[src/rtl/hs_mem_sdpram_1clk_pipe.sv]
// Single-clock 1W/1R RAM with byte-enable writes, tracked read-valid and a RD_LATENCY-deep read pipeline.
// Latency: ren at edge T -> rvalid/rdata in the cycle after edge T+RD_LATENCY-1.
// Backpressure: none; one read and one write accepted every cycle.
module hs_mem_sdpram_1clk_pipe #(
    parameter  int DATA_WIDTH = 32,
    parameter  int DATA_DEPTH = 16,
    parameter  int RD_LATENCY = 2,
    parameter  int RDW_MODE   = 0,
    localparam int BE_WIDTH   = DATA_WIDTH / 8,
    localparam int ADDR_WIDTH = (DATA_DEPTH > 1) ? $clog2(DATA_DEPTH) : 1
) (
    input  logic                  clk,
    input  logic                  rst_n,
    input  logic [ADDR_WIDTH-1:0] waddr,
    input  logic [DATA_WIDTH-1:0] wdata,
    input  logic [BE_WIDTH-1:0]   wbe,
    input  logic                  wen,
    input  logic [ADDR_WIDTH-1:0] raddr,
    input  logic                  ren,
    output logic [DATA_WIDTH-1:0] rdata,
    output logic                  rvalid
);

    logic [DATA_WIDTH-1:0] mem [DATA_DEPTH];
    logic [RD_LATENCY-1:0] vld;
    logic [DATA_WIDTH-1:0] dat [RD_LATENCY];
    logic [DATA_WIDTH-1:0] rd_word;
    logic                  w_in_range;
    logic                  r_in_range;

    // Widen before comparing so a power-of-2 depth does not truncate to zero.
    assign w_in_range = (32'(waddr) < 32'(DATA_DEPTH));
    assign r_in_range = (32'(raddr) < 32'(DATA_DEPTH));

    always_ff @(posedge clk) begin
        if (wen && w_in_range) begin
            for (int i = 0; i < BE_WIDTH; i++) begin
                if (wbe[i]) mem[waddr][8*i +: 8] <= wdata[8*i +: 8];
            end
        end
    end

    always_comb begin
        rd_word = '0;
        if (r_in_range) begin
            rd_word = mem[raddr];
            // New-data mode: merge enabled lanes of a same-edge write into the returned word.
            if (RDW_MODE == 1 && wen && w_in_range && waddr == raddr) begin
                for (int i = 0; i < BE_WIDTH; i++) begin
                    if (wbe[i]) rd_word[8*i +: 8] = wdata[8*i +: 8];
                end
            end
        end
    end

    always_ff @(posedge clk or negedge rst_n) begin
        if (!rst_n) begin
            vld <= '0;
            for (int i = 0; i < RD_LATENCY; i++) dat[i] <= '0;
        end else begin
            vld[0] <= ren;
            if (ren) dat[0] <= rd_word;
            // Data stages only move with a valid token, so rdata holds between returns.
            for (int i = 1; i < RD_LATENCY; i++) begin
                vld[i] <= vld[i-1];
                if (vld[i-1]) dat[i] <= dat[i-1];
            end
        end
    end

    assign rvalid = vld[RD_LATENCY-1];
    assign rdata  = dat[RD_LATENCY-1];

endmodule

[config.mk]
export PLATFORM = sky130hd
export DESIGN_NAME = hs_mem_sdpram_1clk_pipe
export DESIGN_NICKNAME = d
export VERILOG_FILES = /design/src/rtl/hs_mem_sdpram_1clk_pipe.sv
export SDC_FILE = /design/constraint.sdc
export NUM_CORES = 1
export LEC_CHECK = 0
export ABC_AREA = 1
export BUFFER_PORTS_ARGS = -buffer_cell sky130_fd_sc_hd__buf_4
export CAP_MARGIN = 20
export CORE_MARGIN = 2
export CORE_UTILIZATION = 50
export DETAILED_ROUTE_END_ITERATION = 7
export GPL_TIMING_DRIVEN = 0
export HOLD_SLACK_MARGIN = 0.06
export PLACE_DENSITY = 0.69
export REMOVE_ABC_BUFFERS = 1
export SETUP_SLACK_MARGIN = 0.2
export SYNTH_ARGS = -nofsm -noshare
export SYNTH_HDL_FRONTEND = slang
export SYNTH_SLANG_ARGS = --single-unit
[constraint.sdc]
create_clock -name clk -period 1.25 [get_ports clk]
set_input_delay 0 -clock clk [delete_from_list [all_inputs] [get_ports clk]]
set_output_delay 0 -clock clk [all_outputs]
set_load 0.02 [all_outputs]
==> flow_summary.json <==
{
  "synthCells": 2017,
  "wl_mm": 55.4,
  "critical_path.slowest_cell": "sky130_fd_sc_hd__dfrtp_1",
  "post_route_cells_drive_above_1_share_pct": 19.8,
  "setup-violations-final": 0,
  "post_drt_wl_per_cell_um": 20.3,
  "grt_pass1_wl_mm": 83.3,
  "ioPinCount": 81,
  "min-delay-start": "raddr[3]",
  "drt.antenna.violating_nets": 0,
  "cts_inserted_buffers": 56,
  "synth_xor_area_share_pct": 0,
  "grt_setup_unrepaired": "yes",
  "critical_path.cell_chain": "buf_6",
  "design.final.nets": 2121,
  "worstPathMaxFanout": 2,
  "maxSlewHeadroom_pct": 33.9,
  "max_stage_delay_ns": 0.45,
  "fp.dieArea_um2": 49000,
  "fin_total_pwr_mw": 41.6,
  "netlist_area_um2": 23600,
  "share_seq_of_total_power_pct": 52.4,
  "cts.hold.buffers_added": 35,
  "met1_length_mm": 22.4,
  "detail_route.vias_per_cell": 5.52,
  "finalHoldWorstSlack_ns": -0.00207,
  "ctsLongestPathBuffers": 3,
  "yosys_warnings": 0,
  "synth_ff_type": "sky130_fd_sc_hd__edfxtp_1",
  "antenna_found_initial": 4,
  "synth_compound_gate_area_share_pct": 0,
  "synth.ff_latch_count": 578,
  "failed_checks": "DRC, hold timing",
  "main_combinational_cell_family_by_area_after_synthesis": "simple AND/OR/NAND/NOR gates",
  "net-switching-power_mw": 9.47,
  "grt_usage_pct": 22.2,
  "crit_path_start_kind": "register",
  "per_instance_average_area_after_synthesis_um2": 11.7,
  "power_per_cell_area_nw_per_um2": 1510,
  "hold_viol": 1,
  "synth-simple-area-share_pct": 21.8,
  "dpl_worst_slack_ns": -1.21,
  "die_h_um": 221,
  "final_report_max_slew_violation_count": 0,
  "starting_density_of_the_core_pct": 50.7,
  "dr_wl_met2_mm": 27.2,
  "vdd_ir_drop_max_mv": 0.907,
  "top_layer": "met5",
  "p_sw_share_pct": 22.8,
  "clk_pin_slew_worst_paths_ns": 0.06,
  "crit_path_start": "rdata[13]",
  "post_synth_fa_ha_maj_area_fraction_pct": 0,
  "worst_ep_required_time_ns": 1.25,
  "power_frac_clock_pct": 38.7,
  "number_of_enable_type_register_cells_in_the_synthesized_netlist": 512,
  "timing.critical_path.max_delay_family": "flip-flops",
  "synthDistinctLibCells": 17,
  "placeableCoreArea_um2": 46700,
  "p_comb_share_pct": 9.0,
  "htreeDepth": 2,
  "crit_buf_inv": 1,
  "place.detailed.hpwl_mm": 29.4,
  "met3RoutedLength_mm": 4.34,
  "fin_ws_ns": 0.0221,
  "timing.critical_path.to_type": "primary output",
  "mostFrequentLayoutCell": "sky130_fd_sc_hd__nand2_1",
  "num_antenna_cells": 0,
  "run_status": "finished with violations",
  "seq_area_frac_synth_pct": 72.0,
  "cts-root-buf": "sky130_fd_sc_hd__clkbuf_16",
  "cts_tree": "built",
  "post_synth_mux_area_share_pct": 1.52,
  "cts.sink_count": 578,
  "route.vias.total": 15100,
  "pin_count_of_the_biggest_net_entering_global_routing": 136,
  "period_needed_ns": 1.23,
  "detail_route.first_pass.iterations": 8,
  "finalCritPeriodShare_pct": 98.2,
  "ys_async_sr_fraction_pct": 11.4,
  "numPortBuffers": 80,
  "critPathKind": "reg2out",
  "place.gp.congestion": 0.791,
  "worstSkewPairLatency_ns": 0.62,
  "clock_skew_ns": 0.0180,
  "timing.hold.worst.class": "in2reg",
  "row_count": 79,
  "die_w_um": 221,
  "rr_startpoint": "vld[0]",
  "critPathArrivalTime_ns": 1.23,
  "final_cell_mix": "sky130_fd_sc_hd__nand2_1 (737), sky130_fd_sc_hd__edfxtp_1 (512), sky130_fd_sc_hd__nand3_1 (303)",
  "max_cap_viol_count": 0,
  "power.internal_mw": 32.2,
  "overflow": 0,
  "peak_clock_frequency_supported_by_timing_mhz": 814,
  "p_leak_nw": 10.4,
  "route.detailed.drc": 7,
  "max_slew.worst_pin.slew_ns": 0.989,
  "via_count_of_the_first_global_routing_pass": 14500,
  "areaGrowthSynthToFinish_pct": 16.4,
  "drt_iter0_drc": 1458
}
-- cell type report --
| cell class | instances | area [µm²] |
|---|---|---|
| multi-input cells | 1276 | 6260 |
| inverters | 11 | 76.3 |
| clock buffers | 80 | 1540 |
| repair buffers | 149 | 1640 |
| well taps | 607 | 759 |
| clock inverters | 26 | 195 |
| flip-flops and latches | 578 | 17000 |
| repair inverters | 1 | 8.76 |
| fillers | 3669 | 19100 |
-- metal layers --
| metal | track usage (%) | vias to the layer above |
|---|---|---|
| met5 | 0 | - |
| met4 | 8.20 | 8 |
| met3 | 3.94 | 97 |
| met2 | 36.5 | 562 |
| met1 | 29.7 | 7377 |
| li1 | - | 7021 |
-- registers in the layout, indices dropped and copies added (netlist names) --
register / cells
dat: 32
vld: 2
rdata: 32
mem: 512
-- worst paths after layout --
path	to	slack (ns)	depth (start not counted)
worst max register to register	rdata[30]	0.07	2
worst min register to register	dat[54]	0.48	2
worst min-delay path	dat[50]	-0.002	5
min in group asynchronous	vld[1]	0.06	2
max in group asynchronous	vld[0]	0.50	2
worst max-delay path	rdata[13]	0.02	1
-- power by group through the flow --
stage          clock [mW]  sequential, mW  combinational [mW]
3_5_place_dp            0            22.2                2.99
6_report             16.1            21.8                3.73
2_1_floorplan           0            22.3                1.25
5_1_grt              17.1            21.8                4.05
4_1_cts              16.3            21.8                3.42
3_3_place_gp            0            22.2                2.90
-- cells in the mapped netlist, types with 5 or more instances --
| master | instances | area share (%) |
|---|---|---|
| sky130_fd_sc_hd__buf_6 | 25 | 1.2 |
| sky130_fd_sc_hd__buf_2 | 47 | 1.0 |
| sky130_fd_sc_hd__edfxtp_1 | 512 | 65 |
| sky130_fd_sc_hd__mux2_2 | 20 | 0.95 |
| sky130_fd_sc_hd__buf_4 | 56 | 1.8 |
| sky130_fd_sc_hd__mux2_1 | 12 | 0.57 |
| sky130_fd_sc_hd__nand2_1 | 790 | 13 |
| sky130_fd_sc_hd__inv_1 | 9 | 0.14 |
| sky130_fd_sc_hd__dfrtp_1 | 66 | 7.0 |
| sky130_fd_sc_hd__buf_1 | 5 | 0.079 |
| sky130_fd_sc_hd__nor2_1 | 70 | 1.1 |
| sky130_fd_sc_hd__nand3_1 | 384 | 8.1 |
| sky130_fd_sc_hd__clkbuf_1 | 17 | 0.27 |
-- what timing repair did --
action	4_1_cts	5_1_grt
buffers inserted	12	10
pin swaps	40	115
cloned	3	2
setup endpoints to repair	311	548
endpoints found under the hold margin	611	10
resized for setup	102	156
-- cell families (layout without fill, tap and decap cells) --
| group | count (synthesis) | after routing |
|---|---|---|
| and+or+nand+nor | 1244 | 1244 |
| DFF | 578 | 578 |
| buffers and inverters | 163 | 267 |
| muxes | 32 | 32 |
-- per-stage QoR --
stage | area [µm²] | hold WS, ns | TNS, ns | util, % | instances
finish | 27500 | -0.00207 | 0 | 59.0 | 2728
floorplan | 22600 | -0.296 | -46.59 | - | 1865
detailed placement | 24200 | 0.211 | -257.89 | 51.8 | 2560
global placement | 23900 | 0.198 | -373.49 | 51.3 | 2552
CTS | 26800 | -0.0326 | 0 | 57.5 | 2716
global route | 27500 | 0.0270 | -0.0119 | 59.0 | 2728
(Power assumes the default switching activity.)
